### config.mk
export PLATFORM = sky130hd
export DESIGN_NAME = pry2oht_arbiter_flat
export DESIGN_NICKNAME = d
export VERILOG_FILES = /design/src/rtl/pry2oht_pkg.sv /design/src/rtl/pry2oht_arbiter_if.sv /design/src/rtl/pry2oht_tree.sv /design/src/rtl/pry2oht_arbiter.sv /design/src/flat_wrapper.sv
export SDC_FILE = /design/constraint.sdc
export NUM_CORES = 1
export LEC_CHECK = 0
export BUFFER_PORTS_ARGS = -buffer_cell sky130_fd_sc_hd__clkbuf_2
export CORE_MARGIN = 2
export CORE_UTILIZATION = 54
export CTS_BUF_LIST = sky130_fd_sc_hd__clkbuf_16
export DETAILED_ROUTE_END_ITERATION = 16
export PLACE_DENSITY = 0.78
export SETUP_SLACK_MARGIN = 0.02
export SYNTH_ARGS = -nofsm -noshare
export SYNTH_HDL_FRONTEND = slang
export SYNTH_SLANG_ARGS = --single-unit
### constraint.sdc
create_clock -name clk -period 4 [get_ports clk]
set_input_delay 0.2 -clock clk [delete_from_list [all_inputs] [get_ports clk]]
set_output_delay 0.2 -clock clk [all_outputs]
set_load 0.1 [all_outputs]
### src/rtl/pry2oht_pkg.sv
// Shared types and helpers for the pry2oht_* family.
//   arb_state_t : arbiter FSM state encoding (IDLE, BUSY)
//   OHT_MAX     : widest one-hot vector oht2bin accepts
//   oht2bin     : one-hot to binary index (OR-based encoder)
//   tree_levels : number of SPLIT-ary levels needed to cover WIDTH leaves
package pry2oht_pkg;

  typedef enum logic [0:0] {
    IDLE = 1'b0,
    BUSY = 1'b1
  } arb_state_t;

  localparam int OHT_MAX = 64;

  // For a valid one-hot input, ORing the indices of all set bits gives the
  // index of the single set bit. An all-zero input yields 0.
  function automatic int oht2bin(input logic [OHT_MAX-1:0] oht);
    int r;
    r = 0;
    for (int i = 0; i < OHT_MAX; i++) begin
      if (oht[i]) r = r | i;
    end
    return r;
  endfunction

  function automatic int tree_levels(input int w, input int s);
    int l;
    int n;
    l = 0;
    n = 1;
    while (n < w) begin
      n = n * s;
      l++;
    end
    return l;
  endfunction

endpackage

### src/rtl/pry2oht_arbiter_if.sv
// Bundle between the requesters/shared resource and the arbiter.
//   req : per-requester request level (held until granted)
//   trn : transfer handshake of the shared resource this cycle
//   lst : last transfer of the burst, only meaningful together with trn
//   gnt : registered one-hot grant, zero when idle
//   vld : grant active (|gnt)
//   idx : binary index of the granted requester, holds when idle
// Handshake: a transfer happens in a cycle exactly when trn is high (the
// resource's valid && ready). lst is qualified by trn; lst alone does nothing.
// The grant owner must keep driving the resource until trn && lst (or trn,
// when the arbiter re-arbitrates on every transfer).
interface pry2oht_arbiter_if #(
  parameter int WIDTH = 8
);
  localparam int WIDTH_LOG = $clog2(WIDTH);

  logic [WIDTH-1:0]     req;
  logic                 trn;
  logic                 lst;
  logic [WIDTH-1:0]     gnt;
  logic                 vld;
  logic [WIDTH_LOG-1:0] idx;

  // Requester/resource side.
  modport master (
    output req, trn, lst,
    input  gnt, vld, idx
  );

  // Arbiter side.
  modport slave (
    input  req, trn, lst,
    output gnt, vld, idx
  );

endinterface

### src/rtl/pry2oht_tree.sv
// Priority-to-one-hot converter with rightmost (lowest index) priority.
//   pry_i : request vector
//   oht_o : one-hot of the lowest set bit of pry_i, zero if pry_i is zero
// IMPLEMENTATION=0 builds a SPLIT-ary tree of group-OR terms: a bit is
// blocked if any lower sibling group at any level has a request.
// Any other IMPLEMENTATION uses the carry chain trick pry & -pry.
module pry2oht_tree
  import pry2oht_pkg::*;
#(
  parameter int WIDTH          = 8,
  parameter int SPLIT          = 2,
  parameter int IMPLEMENTATION = 0
) (
  input  logic [WIDTH-1:0] pry_i,
  output logic [WIDTH-1:0] oht_o
);

  localparam int LEVELS = tree_levels(WIDTH, SPLIT);

  if (IMPLEMENTATION == 0) begin : g_tree
    // any_l[l][n] is the OR of the n-th group of SPLIT**l leaves. Entries past
    // the last real group stay zero, so they never block anything.
    logic [WIDTH-1:0] any_l [LEVELS+1];

    always_comb begin
      for (int l = 0; l <= LEVELS; l++) any_l[l] = '0;
      any_l[0] = pry_i;
      for (int l = 1; l <= LEVELS; l++) begin
        for (int n = 0; n < WIDTH; n++) begin
          for (int k = 0; k < SPLIT; k++) begin
            if (n * SPLIT + k < WIDTH) begin
              any_l[l][n] = any_l[l][n] | any_l[l-1][n*SPLIT+k];
            end
          end
        end
      end
    end

    always_comb begin
      logic blk;
      int   g;
      int   pos;
      int   base;
      oht_o = '0;
      for (int i = 0; i < WIDTH; i++) begin
        blk = 1'b0;
        g   = i;
        for (int l = 0; l < LEVELS; l++) begin
          pos  = g % SPLIT;
          base = g - pos;
          for (int k = 0; k < SPLIT; k++) begin
            if (k < pos) blk = blk | any_l[l][base+k];
          end
          g = g / SPLIT;
        end
        oht_o[i] = pry_i[i] & ~blk;
      end
    end
  end else begin : g_flat
    assign oht_o = pry_i & (~pry_i + WIDTH'(1));
  end

endmodule

### src/rtl/pry2oht_arbiter.sv
// Round-robin arbiter with a registered one-hot grant held for a burst.
//   clk     : clock, rising edge
//   rst_n   : asynchronous active-low reset
//   bus     : slave side of pry2oht_arbiter_if (req/trn/lst in, gnt/vld/idx out)
//   state_o : current FSM state, for observation
// A masked and an unmasked pry2oht_tree pick the first active requester above
// the last one served, wrapping to the lowest index when none is above.
module pry2oht_arbiter
  import pry2oht_pkg::*;
#(
  parameter int WIDTH          = 8,
  parameter int SPLIT          = 2,
  parameter int IMPLEMENTATION = 0,
  parameter int LOCK           = 1
) (
  input  logic                     clk,
  input  logic                     rst_n,
  pry2oht_arbiter_if.slave         bus,
  output arb_state_t               state_o
);

  localparam int WIDTH_LOG = $clog2(WIDTH);
  localparam logic [WIDTH-1:0] PTR_RST = {1'b1, {(WIDTH-1){1'b0}}};

  arb_state_t           state_q, state_d;
  logic [WIDTH-1:0]     gnt_q, gnt_d;
  logic [WIDTH-1:0]     ptr_q, ptr_d;
  logic [WIDTH_LOG-1:0] idx_q, idx_d;

  logic                 end_c;
  logic [WIDTH-1:0]     arb_ptr;
  logic [WIDTH-1:0]     msk;
  logic [WIDTH-1:0]     req_m;
  logic [WIDTH-1:0]     oht_m;
  logic [WIDTH-1:0]     oht_u;
  logic [WIDTH-1:0]     sel;

  assign end_c = (LOCK != 0) ? (bus.trn & bus.lst) : bus.trn;

  // At the end of a burst the current owner is the pointer, even though
  // ptr_q only catches up on the same edge.
  assign arb_ptr = (state_q == BUSY && end_c) ? gnt_q : ptr_q;

  // Bits strictly above the pointer. With the pointer at the top bit the
  // shift wraps to zero, so the mask becomes empty.
  assign msk   = ~((arb_ptr << 1) - WIDTH'(1));
  assign req_m = bus.req & msk;

  pry2oht_tree #(
    .WIDTH          (WIDTH),
    .SPLIT          (SPLIT),
    .IMPLEMENTATION (IMPLEMENTATION)
  ) u_tree_msk (
    .pry_i (req_m),
    .oht_o (oht_m)
  );

  pry2oht_tree #(
    .WIDTH          (WIDTH),
    .SPLIT          (SPLIT),
    .IMPLEMENTATION (IMPLEMENTATION)
  ) u_tree_unm (
    .pry_i (bus.req),
    .oht_o (oht_u)
  );

  assign sel = (|req_m) ? oht_m : oht_u;

  // State register.
  always_ff @(posedge clk or negedge rst_n) begin
    if (!rst_n) begin
      state_q <= IDLE;
      gnt_q   <= '0;
      ptr_q   <= PTR_RST;
      idx_q   <= '0;
    end else begin
      state_q <= state_d;
      gnt_q   <= gnt_d;
      ptr_q   <= ptr_d;
      idx_q   <= idx_d;
    end
  end

  // Next-state logic.
  always_comb begin
    state_d = state_q;
    gnt_d   = gnt_q;
    ptr_d   = ptr_q;
    idx_d   = idx_q;
    case (state_q)
      IDLE: begin
        if (|bus.req) begin
          gnt_d   = sel;
          idx_d   = WIDTH_LOG'(oht2bin(OHT_MAX'(sel)));
          state_d = BUSY;
        end
      end
      BUSY: begin
        if (end_c) begin
          ptr_d = gnt_q;
          if (|bus.req) begin
            gnt_d = sel;
            idx_d = WIDTH_LOG'(oht2bin(OHT_MAX'(sel)));
          end else begin
            gnt_d   = '0;
            state_d = IDLE;
          end
        end
      end
      default: begin
        gnt_d   = '0;
        state_d = IDLE;
      end
    endcase
  end

  // Outputs.
  always_comb begin
    bus.gnt = gnt_q;
    bus.vld = |gnt_q;
    bus.idx = idx_q;
    state_o = state_q;
  end

endmodule

### src/flat_wrapper.sv
// flat-port wrapper written by rule: the top's interface ports become plain ports
module pry2oht_arbiter_flat import pry2oht_pkg::*;
#(
  parameter int WIDTH          = 8,
  parameter int SPLIT          = 2,
  parameter int IMPLEMENTATION = 0,
  parameter int LOCK           = 1
)
  (clk, rst_n, state_o, bus_req, bus_trn, bus_lst, bus_gnt, bus_vld, bus_idx);
  pry2oht_arbiter_if #(.WIDTH(WIDTH)) bus_i ();
  input  logic clk;
  input  logic rst_n;
  output arb_state_t state_o;
  input wire logic [$bits(bus_i.req)-1:0] bus_req;
  input wire logic [$bits(bus_i.trn)-1:0] bus_trn;
  input wire logic [$bits(bus_i.lst)-1:0] bus_lst;
  output wire logic [$bits(bus_i.gnt)-1:0] bus_gnt;
  output wire logic [$bits(bus_i.vld)-1:0] bus_vld;
  output wire logic [$bits(bus_i.idx)-1:0] bus_idx;
  assign bus_i.req = bus_req;
  assign bus_i.trn = bus_trn;
  assign bus_i.lst = bus_lst;
  assign bus_gnt = bus_i.gnt;
  assign bus_vld = bus_i.vld;
  assign bus_idx = bus_i.idx;
  pry2oht_arbiter #(.WIDTH(WIDTH), .SPLIT(SPLIT), .IMPLEMENTATION(IMPLEMENTATION), .LOCK(LOCK)) u_core (.clk(clk), .rst_n(rst_n), .bus(bus_i), .state_o(state_o));
endmodule
==> impl_metrics.env <==
export IMPL_vias=1233
export IMPL_holdPathEnd="u_core.state_o"
export IMPL_yosysTopAreaCell="dfrtp_1"
export IMPL_via_per_inst=6.134
export IMPL_max_slew_margin_rel=0.6196
export IMPL_drtIter0Drc=56
export IMPL_syn_to_final_growth_pct=16.99
export IMPL_hp_start="bus_req[6]"
export IMPL_avgSynthCellArea_um2=8.708
export IMPL_ys_ff_latch=19
export IMPL_die_area_um2=2793
export IMPL_die_height_um=52.85
export IMPL_path_cells="nand3_1, nand2_1, nand2_1, inv_1, ha_1, nand2b_1, or3_1, a21oi_1, o311ai_1, or4b_1, o2111ai_1, nand3_1"
export IMPL_track_usage=0.2811
export IMPL_fin_ws_ns=0.7687
export IMPL_clkTransAtPathRegs_ns=0.05
export IMPL_cp_max_fo=13
export IMPL_drcViolationCount=0
export IMPL_outcome="complete, no violations"
export IMPL_min_path_type="in2reg"
export IMPL_final_cell_mix="36 x nand2_1, 24 x clkbuf_2, 19 x dfrtp_1"
export IMPL_setup_tns_ns=0
export IMPL_place_ws_ns=0.8629
export IMPL_cp_arrival_ns=3.35
export IMPL_grt_pass1_vias=1215
export IMPL_rows=17
export IMPL_timing_rr_start="u_core.state_o"
export IMPL_final_max_slew_viol_count=0
export IMPL_whs_path_depth=3
export IMPL_initial_core_util=0.5770
export IMPL_yosys_top_cells_area="dfrtp_1 37%, nand2_1 10%, nand3_1 3.5%, mux2i_1 3.1%, xnor2_1 2.7%"
export IMPL_worst_path_max_delay_cell="or4b_1"
export IMPL_design_area_um2=1508
export IMPL_antenna_found_initial=0
export IMPL_reg2reg_to="u_core.bus.idx[0]"
export IMPL_cts_root_buffer_cell="clkbuf_16"
export IMPL_synth_distinct_cells=50
export IMPL_rrSetupSlack_ns=0.77
export IMPL_antenna_left=0
export IMPL_cts_tree="done"
export IMPL_hold_viol=0
export IMPL_synthArstFlopShare=1.000
export IMPL_cts_resized=0
export IMPL_antenna_cells=0
export IMPL_yosys_warnings=0
export IMPL_grt_pass1_wl_mm=5.664
export IMPL_clkSinkCount=19
export IMPL_clock_skew_ns=0.001678
export IMPL_nNetsFinal=187
export IMPL_netlist_area_um2=1289
export IMPL_slowest_delay_ns=0.54
export IMPL_synth_main_ff_cell="dfrtp_1"
export IMPL_wl_mm=3.370
export IMPL_synth_top_area_share=0.3689
export IMPL_synthCells=148
export IMPL_drv_cap=0
export IMPL_cp_required_ns=4.12
export IMPL_critPathKind="reg2reg"
export IMPL_core_area_um2=2233
export IMPL_portBuffers=24
export IMPL_clockBufferDepth=2
export IMPL_synth_nets=161
export IMPL_synth_edf_count=0
export IMPL_rsz0062_at_grt="false"
export IMPL_finalSetupViolCount=0
export IMPL_clk_latency_ns=0.25
export IMPL_clock_fmax_mhz=309.5
export IMPL_worstMarginPinSlew_ns=0.5690
export IMPL_h_tree_depth=1
export IMPL_numCtsBuffers=3
export IMPL_period_share=0.8078
export IMPL_overflow=0
export IMPL_dieWidth_um=52.85
export IMPL_pin_count=25
export IMPL_fillerInstances=191
export IMPL_drive_gt1_frac=0.2197
export IMPL_synth_yosys_seq_area_share=0.3689
export IMPL_period_needed_ns=3.231
export IMPL_drt_pass1_iter_count=4
export IMPL_final_common_cell="nand2_1"
export IMPL_place_congestion=1.006
export IMPL_cp_start_kind="flop"
export IMPL_r2r_cells=12
export IMPL_placed_area_um2=1419
export IMPL_grt_max_degree=20
export IMPL_hpwl_mm=2.475
export IMPL_wire_per_inst_um=16.77
export IMPL_end_kind="flop"
## synth_stat cells, drive strengths merged, types with 2 or more instances
cell	number
dfrtp	19
nand2	37
nor3b	2
nor2	6
a21oi	2
nand2b	2
nor3	6
o31a	2
buf	3
and4b	2
o21ai	8
inv	5
and3	2
o211ai	3
nand3	9
o2111ai	2
xnor2	4
nor4	3
mux2i	4
or3	6
nand4b	2
## worst max path at each step
stage,start,to,slack [ns],depth (start not counted)
after CTS,u_core.state_o,u_core.bus.idx[0],0.83,12
after floorplan,u_core.state_o,u_core.bus.idx[0],0.55,14
after detailed placement,u_core.state_o,u_core.bus.idx[0],0.86,12
after global routing,u_core.state_o,u_core.bus.idx[0],0.46,12
after global placement,u_core.state_o,u_core.bus.idx[0],0.98,12
final,u_core.state_o,u_core.bus.idx[0],0.77,12
## logic make-up after synthesis
| group | Yosys count | share of synthesized area |
|---|---|---|
| compound gates | 27 | 0.1709 |
| xor+xnor | 5 | 0.03398 |
| buf+inv | 9 | 0.03398 |
| simple gates | 82 | 0.3398 |
| mux | 5 | 0.04272 |
| flops | 19 | 0.3689 |
| fa+ha+maj | 1 | 0.009707 |
## metal layers
metal / vias up / track usage / wire length (µm)
met3: 4 / 0.04520 / 180
met5: - / 0 / 0
met1: 597 / 0.3694 / 1522
li1: 588 / - / -
met2: 44 / 0.4708 / 1647
met4: 0 / 0.08974 / 19
## worst max-delay path, delay by kind of cell (launching register included)
family          cells  cell delay [ns]
flops               1             0.37
simple gates        7             1.88
fa+ha+maj           1             0.26
compound gates      3             0.50
buf+inv             1             0.08
## sequential cells by signal, indices dropped and copies added (netlist names)
name	cells
u_core.state_o	1
u_core.ptr_q	7
u_core.bus.gnt	8
u_core.bus.idx	3
## what timing repair did
| item | 4_1_cts | 5_1_grt |
|---|---|---|
| buffers inserted | 0 | 0 |
| hold buffers | 1 | 0 |
| endpoints found under the setup margin | 0 | 0 |
| hold endpoints to repair | 19 | 0 |
## layout make-up
| type | count | area, µm² | area share |
|---|---|---|---|
| Multi-Input combinational cell | 120 | 769.5 | 0.5104 |
| Sequential cell | 19 | 475.5 | 0.3154 |
| Timing Repair Buffer | 25 | 130.1 | 0.08631 |
| Clock buffer | 3 | 75.07 | 0.04979 |
| Tap cell | 28 | 35.03 | 0.02324 |
| Inverter | 5 | 18.77 | 0.01245 |
| Clock inverter | 1 | 3.754 | 0.002490 |
## per-stage QoR
| step | hold slack [ns] | std cells | util |
|---|---|---|---|
| 2_1_floorplan | -0.09559 | 148 | - |
| 3_3_place_gp | 0.1756 | 196 | 0.6353 |
| 3_5_place_dp | 0.1816 | 196 | 0.6353 |
| 4_1_cts | 0.2232 | 201 | 0.6751 |
| 5_1_grt | 0.2532 | 201 | 0.6751 |
| 6_report | 0.2385 | 201 | 0.6751 |
Power is not shown: default switching activity piles up to over one toggle a cycle in this logic, so the estimate is an artifact.
